File: src/rtl/up_sel_pkg.sv
// =============================================================================
// Module   : up_sel_pkg
// Brief    : Opcode constants, FSM state encoding and decode helpers for up_sel.
// Revision : 1.0 - initial release
// =============================================================================
`default_nettype none

package up_sel_pkg;

    localparam logic [3:0] c_OP_NOP = 4'h0;
    localparam logic [3:0] c_OP_LDI = 4'h1;
    localparam logic [3:0] c_OP_LDA = 4'h2;
    localparam logic [3:0] c_OP_STA = 4'h3;
    localparam logic [3:0] c_OP_ADD = 4'h4;
    localparam logic [3:0] c_OP_SUB = 4'h5;
    localparam logic [3:0] c_OP_AND = 4'h6;
    localparam logic [3:0] c_OP_OR  = 4'h7;
    localparam logic [3:0] c_OP_XOR = 4'h8;
    localparam logic [3:0] c_OP_JMP = 4'h9;
    localparam logic [3:0] c_OP_JZ  = 4'hA;
    localparam logic [3:0] c_OP_JC  = 4'hB;
    localparam logic [3:0] c_OP_HLT = 4'hF;

    typedef enum logic [2:0] {
        S_IDLE      = 3'd0,
        S_FETCH_OP  = 3'd1,
        S_FETCH_ARG = 3'd2,
        S_EXEC      = 3'd3,
        S_MEM_RD    = 3'd4,
        S_MEM_WR    = 3'd5,
        S_HALT      = 3'd6
    } state_t;

    // Opcodes whose operand comes from memory at address ARG.
    function automatic logic op_reads_mem(input logic [3:0] op);
        return (op == c_OP_LDA) || (op == c_OP_ADD) || (op == c_OP_SUB) ||
               (op == c_OP_AND) || (op == c_OP_OR)  || (op == c_OP_XOR);
    endfunction

    function automatic logic op_sets_z(input logic [3:0] op);
        return (op == c_OP_LDI) || op_reads_mem(op);
    endfunction

    function automatic logic op_sets_c(input logic [3:0] op);
        return (op == c_OP_ADD) || (op == c_OP_SUB) || (op == c_OP_AND) ||
               (op == c_OP_OR)  || (op == c_OP_XOR);
    endfunction

endpackage

`default_nettype wire

File: src/rtl/up_sel_alu.sv
// =============================================================================
// Module   : up_sel_alu
// Brief    : Combinational ALU: loads, unsigned add/sub with carry/borrow, logic ops.
// Revision : 1.0 - initial release
// =============================================================================
`default_nettype none

module up_sel_alu
    import up_sel_pkg::*;
#(
    parameter int DATA_W = 8
) (
    input  logic [3:0]        i_op,
    input  logic [DATA_W-1:0] i_acc,
    input  logic [DATA_W-1:0] i_operand,
    output logic [DATA_W-1:0] o_result,
    output logic              o_carry,
    output logic              o_zero
);

    logic [DATA_W:0]   w_sum;
    logic [DATA_W-1:0] w_diff;

    assign w_sum  = {1'b0, i_acc} + {1'b0, i_operand};
    assign w_diff = i_acc - i_operand;

    always_comb begin
        o_result = i_acc;
        o_carry  = 1'b0;
        case (i_op)
            c_OP_LDI, c_OP_LDA: o_result = i_operand;
            c_OP_ADD: begin
                o_result = w_sum[DATA_W-1:0];
                o_carry  = w_sum[DATA_W];
            end
            c_OP_SUB: begin
                o_result = w_diff;
                o_carry  = (i_acc < i_operand);
            end
            c_OP_AND: o_result = i_acc & i_operand;
            c_OP_OR:  o_result = i_acc | i_operand;
            c_OP_XOR: o_result = i_acc ^ i_operand;
            default:  o_result = i_acc;
        endcase
    end

    assign o_zero = (o_result == '0);

endmodule

`default_nettype wire

File: src/rtl/up_sel_gen2.sv
// =============================================================================
// Module   : up_sel_gen2
// Brief    : Accumulator micro-sequencer with two-word instructions on a ready-handshake bus.
// Revision : 1.0 - initial release
// =============================================================================
`default_nettype none

module up_sel_gen2
    import up_sel_pkg::*;
#(
    parameter int DATA_W = 8,
    parameter int ADDR_W = 6
) (
    input  logic              clk,
    input  logic              clr,
    output logic [ADDR_W-1:0] mem_addr,
    input  logic [DATA_W-1:0] mem_rdata,
    output logic [DATA_W-1:0] mem_wdata,
    output logic              mem_we,
    output logic              mem_re,
    input  logic              mem_rdy,
    output logic              halted,
    output logic [DATA_W-1:0] acc_dbg
);

    localparam logic [ADDR_W-1:0] c_PC_ONE = {{(ADDR_W-1){1'b0}}, 1'b1};

    state_t            r_state;
    state_t            w_next;
    logic [ADDR_W-1:0] r_pc;
    logic [DATA_W-1:0] r_acc;
    logic              r_c;
    logic              r_z;
    logic [3:0]        r_op;
    logic [DATA_W-1:0] r_arg;

    logic [ADDR_W-1:0] w_pc_inc;
    logic [ADDR_W-1:0] w_arg_addr;
    logic [DATA_W-1:0] w_alu_operand;
    logic [DATA_W-1:0] w_alu_result;
    logic              w_alu_carry;
    logic              w_alu_zero;

    // PC arithmetic is ADDR_W wide so the increment wraps naturally.
    assign w_pc_inc      = r_pc + c_PC_ONE;
    assign w_arg_addr    = r_arg[ADDR_W-1:0];
    assign w_alu_operand = (r_state == S_MEM_RD) ? mem_rdata : r_arg;

    up_sel_alu #(
        .DATA_W (DATA_W)
    ) u_alu (
        .i_op      (r_op),
        .i_acc     (r_acc),
        .i_operand (w_alu_operand),
        .o_result  (w_alu_result),
        .o_carry   (w_alu_carry),
        .o_zero    (w_alu_zero)
    );

    always_ff @(posedge clk or posedge clr) begin
        if (clr) begin
            r_state <= S_IDLE;
        end else begin
            r_state <= w_next;
        end
    end

    always_comb begin
        w_next = r_state;
        case (r_state)
            S_IDLE:     w_next = S_FETCH_OP;
            S_FETCH_OP: begin
                if (mem_rdy) begin
                    w_next = S_FETCH_ARG;
                end
            end
            S_FETCH_ARG: begin
                if (mem_rdy) begin
                    if (op_reads_mem(r_op)) begin
                        w_next = S_MEM_RD;
                    end else if (r_op == c_OP_STA) begin
                        w_next = S_MEM_WR;
                    end else begin
                        w_next = S_EXEC;
                    end
                end
            end
            S_MEM_RD, S_MEM_WR: begin
                if (mem_rdy) begin
                    w_next = S_FETCH_OP;
                end
            end
            S_EXEC:  w_next = (r_op == c_OP_HLT) ? S_HALT : S_FETCH_OP;
            S_HALT:  w_next = S_HALT;
            default: w_next = S_IDLE;
        endcase
    end

    // Bus outputs depend only on state and registers, so an asynchronous
    // clear drops any in-flight request immediately.
    always_comb begin
        mem_re    = 1'b0;
        mem_we    = 1'b0;
        mem_addr  = '0;
        mem_wdata = '0;
        case (r_state)
            S_FETCH_OP, S_FETCH_ARG: begin
                mem_re   = 1'b1;
                mem_addr = r_pc;
            end
            S_MEM_RD: begin
                mem_re   = 1'b1;
                mem_addr = w_arg_addr;
            end
            S_MEM_WR: begin
                mem_we    = 1'b1;
                mem_addr  = w_arg_addr;
                mem_wdata = r_acc;
            end
            default: ;
        endcase
    end

    always_ff @(posedge clk or posedge clr) begin
        if (clr) begin
            r_pc  <= '0;
            r_acc <= '0;
            r_c   <= 1'b0;
            r_z   <= 1'b0;
            r_op  <= '0;
            r_arg <= '0;
        end else begin
            case (r_state)
                S_FETCH_OP: begin
                    if (mem_rdy) begin
                        r_op <= mem_rdata[DATA_W-1 -: 4];
                        r_pc <= w_pc_inc;
                    end
                end
                S_FETCH_ARG: begin
                    if (mem_rdy) begin
                        r_arg <= mem_rdata;
                        r_pc  <= w_pc_inc;
                    end
                end
                S_MEM_RD: begin
                    if (mem_rdy) begin
                        r_acc <= w_alu_result;
                        r_z   <= w_alu_zero;
                        if (op_sets_c(r_op)) begin
                            r_c <= w_alu_carry;
                        end
                    end
                end
                S_EXEC: begin
                    case (r_op)
                        c_OP_LDI: begin
                            r_acc <= w_alu_result;
                            r_z   <= w_alu_zero;
                        end
                        c_OP_JMP: r_pc <= w_arg_addr;
                        c_OP_JZ: begin
                            if (r_z) begin
                                r_pc <= w_arg_addr;
                            end
                        end
                        c_OP_JC: begin
                            if (r_c) begin
                                r_pc <= w_arg_addr;
                            end
                        end
                        default: ;
                    endcase
                end
                default: ;
            endcase
        end
    end

    assign halted  = (r_state == S_HALT);
    assign acc_dbg = r_acc;

endmodule

`default_nettype wire
File: config.mk
export PLATFORM = sky130hd
export DESIGN_NAME = up_sel_gen2
export DESIGN_NICKNAME = d
export VERILOG_FILES = /design/src/rtl/up_sel_pkg.sv /design/src/rtl/up_sel_alu.sv /design/src/rtl/up_sel_gen2.sv
export SDC_FILE = /design/constraint.sdc
export NUM_CORES = 1
export LEC_CHECK = 0
export BUFFER_PORTS_ARGS = -buffer_cell sky130_fd_sc_hd__buf_2
export CAP_MARGIN = 5
export CORE_MARGIN = 2
export CORE_UTILIZATION = 35
export DETAILED_ROUTE_END_ITERATION = 10
export SKIP_LAST_GASP = 1
export SYNTH_ARGS = -nofsm -noshare
export SYNTH_HDL_FRONTEND = slang
export SYNTH_HIERARCHICAL = 1
export SYNTH_SLANG_ARGS = --single-unit
File: constraint.sdc
create_clock -name clk -period 3.79 [get_ports clk]
set_clock_uncertainty 0.2 [all_clocks]
set_input_delay 0.1895 -clock clk [delete_from_list [all_inputs] [get_ports clk]]
set_output_delay 0.1895 -clock clk [all_outputs]
set_load 0.01 [all_outputs]
# Word-level counts from Yosys, hierarchy flattened
# Cells that the tools add are included.
[totals]
input_bits = 11
elab_cells = 89
reg_bits = 31
out_inout_bits = 25
[op_classes]
n_reduce_logical = 23
order_cmp = 1
mux = 25
eq_ne = 27
bitwise = 3
n_addsub = 3
[op_table]
columns = ["op", "count"]
rows = [
  ["case mux 8 bit (6 select lines)", 1],
  ["2-to-1 mux 8 bit", 4],
  ["case mux 6 bit (2 select lines)", 2],
  ["== test 4 bit, second input constant", 5],
  ["2-to-1 mux 3 bit", 6],
  ["2-to-1 mux 6 bit", 3],
  ["case mux 3 bit (6 select lines)", 1],
  ["case mux 6 bit (3 select lines)", 1],
  ["== test 4 x 3 -> 1 bit, second input constant", 4],
  ["case mux 8 bit (2 select lines)", 1],
  ["adder 8 x 8 -> 9 bit", 1],
  ["== test 3 bit, second input constant", 3],
  ["logical OR 1 bit", 9],
  ["AND reduction 3 bit", 3],
  ["bitwise AND 8 bit", 1],
  ["== test 4 x 2 -> 1 bit, second input constant", 2],
  ["zero test 8 bit", 1],
  ["less-than comparator 8 bit", 1],
  ["bitwise OR 8 bit", 1],
  ["subtractor 8 bit", 1],
  ["XOR 8 bit", 1],
  ["adder 6 x 1 -> 6 bit, second input constant", 1],
  ["== test 3 x 2 -> 1 bit, second input constant", 2],
  ["inequality test 2 x 1 -> 1 bit, second input constant", 3],
  ["13 further kinds", 24],
]

# Depth between registers and ports, before layout
[depth]
ltp_word = 9
mapped_depth = 16
mapped_depth_nobuf = 13

# By module
# The synthesis kept the hierarchy.
[modules_own_cells]
columns = ["module", "area_each_um2", "seq_area_each_um2", "cells_per_inst", "n_inst"]
rows = [
  ["up_sel_gen2", 1789.2, 775.7, 162, 1],
  ["up_sel_alu", 1498.9, 0.0, 220, 1],
]

# Least setup slack after synthesis
# Ideal clock, no wire load.
[synth_path]
path_type = "register to register"
startpoint = "register r_state[1]"
endpoint = "register r_z"
period_less_slack_ns = 4.009
path_stages_with_launch = 16
t_required_ns = 3.525
arrival_ns = 3.744
setup_ns = 0.065
n_path_buf = 2
setup_slack_ns = -0.219
path_cell_list = "dfrtp_1 > buf_4 > nor2b_2 > nor2b_4 > buf_4 > mux2_2 > ha_1 > fa_1 > a21o_1 > a221oi_1 > xnor2_1 > nor2_1 > o32a_1 > or3_1 > nor4_2 > mux2_2"
[synth_via]
elab_chain_len = 7
word_cells_on_any_way = 17
cone_classes = "2 x add/sub; 4 x eq/ne; 5 x mux; 3 x bitwise; 3 x reduce/logical"
[synth_rtl]
columns = ["item", "line", "source"]
rows = [
  ["from (decl)", "up_sel_gen2.sv:28", "state_t r_state;"],
  ["from (signal assigned)", "up_sel_gen2.sv:64", "r_state <= w_next;"],
  ["== test 3 bit *", "up_sel_gen2.sv:47", "assign w_alu_operand = (r_state == S_MEM_RD) ? mem_rdata : r_arg;"],
  ["2-to-1 mux 8 bit *", "up_sel_gen2.sv:47", ""],
  ["net w_alu_operand[0]", "up_sel_gen2.sv:39", "logic [DATA_W-1:0] w_alu_operand;"],
  ["subtractor 8 bit or adder 8 x 8 -> 9 bit (tied branches)", "up_sel_alu.sv:25, up_sel_alu.sv:24", ""],
  ["case mux 8 bit (6 select lines) *", "up_sel_alu.sv:30", "case (i_op)"],
  ["net w_alu_result[6]", "up_sel_gen2.sv:40", "logic [DATA_W-1:0] w_alu_result;"],
  ["zero test 8 bit *", "up_sel_alu.sv:47", "assign o_zero = (o_result == '0);"],
  ["net w_alu_zero", "up_sel_gen2.sv:42", "logic w_alu_zero;"],
  ["2-to-1 mux 1 bit (on tied branches)", "up_sel_gen2.sv:156, up_sel_gen2.sv:147", ""],
  ["case mux 1 bit (2 select lines) *", "up_sel_gen2.sv:133", "case (r_state)"],
  ["to (signal assigned)", "up_sel_gen2.sv:149", "r_z <= w_alu_zero;"],
  ["to (signal assigned)", "up_sel_gen2.sv:159", "r_z <= w_alu_zero;"],
  ["to (decl)", "up_sel_gen2.sv:33", "logic r_z;"],
]
# Mark *: on every way through the listed nets, which the timed path passes. The rest lies on a longest branch. The select of a mux whose other input is x is not followed.
# A chain may end at the register's enable or synchronous reset.

# Worst setup path in the final report
# Same ends and word-level chain as after synthesis.

==> flow_metrics.tcl <==
set metrics [dict create \
    status "completed" \
    drv_cap 0 \
    comb_power_share 0.734 \
    grt_usage 0.206 \
    die_area_mm2 0.0102 \
    slew_headroom 0.358 \
    holdPathStages 4 \
    leakagePower_nw 1.73 \
    diodes 0 \
    htreeDepth 2 \
    synth_warnings 6 \
    dp_hpwl_um 7440 \
    pwr-share-clk 0.069 \
    finalHoldViolCount 0 \
    grt_overflow 0 \
    io_buffers 35 \
    cts_num_sinks 31 \
    wl_um 10100 \
    min_path_type "input pin to register" \
    io_pins 36 \
    grt_pass1_wl_um 16600 \
    drt_first_pass_iters 5 \
    synth_ff_type "dfrtp_1" \
    r2r_end "r_z" \
    fillers 914 \
    core_mm2 0.00920 \
    syn_nets 420 \
    rows 35 \
    worst_pin_slew_ns 0.956 \
    criticalPathCategory "register to register" \
    root_buffer "clkbuf_8" \
    utilization 0.429 \
    viasPerCell 5.85 \
    rsz0062_at_grt "yes" \
    initialDrtViolationCount 214 \
    cp.arrival_ns 3.78 \
    seqPwrFrac 0.197 \
    period_share 0.990 \
    drc 0 \
    cts_tree "built" \
    ant_nets 0 \
    reg2reg_depth 13 \
    die_height_um 101 \
    grt_max_degree 32 \
    peakVddDrop_mv 0.342 \
    intPower_w 0.00189 \
    synth_cell_types 68 \
    cp_max_fo 4 \
    p_switching_w 0.00199 \
    syn_area_per_cell_um2 8.61 \
    cp-end-kind "register" \
    layout_common_cells "buf_2, dfrtp_1, mux2_2" \
    post-place-ws_ns 0.0632 \
    postLayoutCellArea_mm2 0.00395 \
    vias 3190 \
    synthesis.area_mm2 0.00329 \
    timing.final.ws_setup_ns 0.0375 \
    area_growth_pct 20.0 \
    drive_gt1_frac 0.290 \
    insertion_delay_ns 0.28 \
    grt_pass1_vias 3115 \
    setup_viol 0 \
    nets 472 \
    synth-edff-count 0 \
    path_clk_slew_ns 0.07 \
    cp-start-kind "register" \
    globalplace.congestion 1.01 \
    regToRegStartpoint "r_state[1]" \
    wl_per_cell_um 18.5 \
    placed_area_mm2 0.00364 \
    initial_core_util 0.358 \
    ys_seq_elements 31 \
    fin_crit_ns 3.75 \
    synthArstFlopShare 1.00 \
    max_freq_mhz 266 \
    ys_seq_area_frac 0.236 \
    die_w_um 101 \
    synthCells 382 \
    final_common_cell "buf_2" \
    r2r_slack_ns 0.04 \
    clk_path_buf_depth 2 \
    antenna_found_initial 0 \
    min_delay_worst_endpoint "r_state[2]" \
    min_from "mem_rdy" \
    cts_made_buffers 5 \
    power.density_mw_per_mm2 983 \
    required_ns 3.82 \
    maxSlewViolCount 0 \
    switching_share 0.512 \
]
[per-stage QoR]
stage,setup TNS (ns),hold WS (ns),cells,total power [W]
global placement,0,0.0902,525,0.00333
finish,0,0.110,545,0.00388
CTS,0,0.109,541,0.00364
floorplan,0,0.0930,382,0.00263
global route,-0.0780,0.167,545,0.00421
detailed placement,0,0.0963,525,0.00335
[area by class of cell]
class,count,area (um2),share of cell area
clock buffers,6,82.6,0.0209
well taps,111,139,0.0352
inverters,23,86.3,0.0219
multi-input cells,305,2400,0.608
clock inverters,1,5.00,0.00127
repair buffers,68,458,0.116
flip-flops and latches,31,776,0.197
[critical path, stage by stage (launching register included)]
cell	delay [ns]
dfrtp_1	0.40
nor2b_4	0.12
nor2b_4	0.22
mux2_4	0.37
ha_4	0.18
fa_2	0.35
a21o_1	0.22
a221oi_2	0.33
xnor2_1	0.16
nor2_1	0.05
o32a_1	0.31
or3_4	0.40
nor4_4	0.21
mux2_4	0.17
[state kept, by name (all words and copies together) (netlist names)]
name,count
acc_dbg,8
r_arg,8
r_pc,6
r_op,4
r_state,3
r_c,1
r_z,1
[power by group through the flow]
stage	registers (W)	clock network [W]	logic [W]
after floorplan	0.000648	0	0.00198
after global placement	0.000765	0	0.00257
after detailed placement	0.000763	0	0.00259
after CTS	0.000758	0.000273	0.00261
after global routing	0.000799	0.000289	0.00312
final	0.000765	0.000269	0.00285
[routing by layer]
| metal | wire length (um) | track usage | share of wire |
|---|---|---|---|
| met1 | 4620 | 0.297 | 0.46 |
| met2 | 4790 | 0.321 | 0.47 |
| met3 | 540 | 0.0229 | 0.054 |
| met4 | 143 | 0.0676 | 0.014 |
| met5 | 0 | 0 | 0 |
[synthesized netlist by cell type, types with 5 or more instances]
| cell type | number | area [um2] |
|---|---|---|
| mux2_2 | 33 | 372 |
| dfrtp_1 | 31 | 776 |
| a21oi_1 | 28 | 140 |
| nor2_1 | 27 | 101 |
| ha_1 | 25 | 313 |
| inv_1 | 22 | 82.6 |
| nand2_1 | 22 | 82.6 |
| o21ai_0 | 17 | 85.1 |
| nor3_1 | 12 | 60.1 |
| and3_1 | 11 | 68.8 |
| buf_2 | 9 | 45.0 |
| nand2b_1 | 9 | 56.3 |
| nor2b_1 | 8 | 50.1 |
| buf_4 | 6 | 45.0 |
| nand3_1 | 6 | 30.0 |
| o21bai_1 | 5 | 37.5 |
| xnor2_1 | 5 | 43.8 |
[kinds of logic (layout without fill, tap and decap cells)]
group,after synthesis,in the layout,share of synthesized area
compound gates,108,108,0.225
xor+xnor,8,8,0.0213
fa+ha+maj,27,27,0.107
buf+inv,46,98,0.0719
flops,31,31,0.236
mux,36,36,0.122
simple gates,126,126,0.216
[what timing repair did]
action                     CTS  global route
hold buffers                 9             0
setup endpoints to repair    0             1
buffers inserted             0             4
hold endpoints to repair    42             0
gates resized for setup      0            16
[worst max-delay path by stage]
stage | endpoint | cells after the start | startpoint
final | r_z | 13 | r_state[1]
after CTS | r_z | 12 | r_state[1]
after global routing | r_z | 13 | r_state[1]
after floorplan | r_z | 14 | r_state[1]
after global placement | r_z | 12 | r_state[1]
after detailed placement | r_z | 12 | r_state[1]
(Power assumes the default switching activity.)
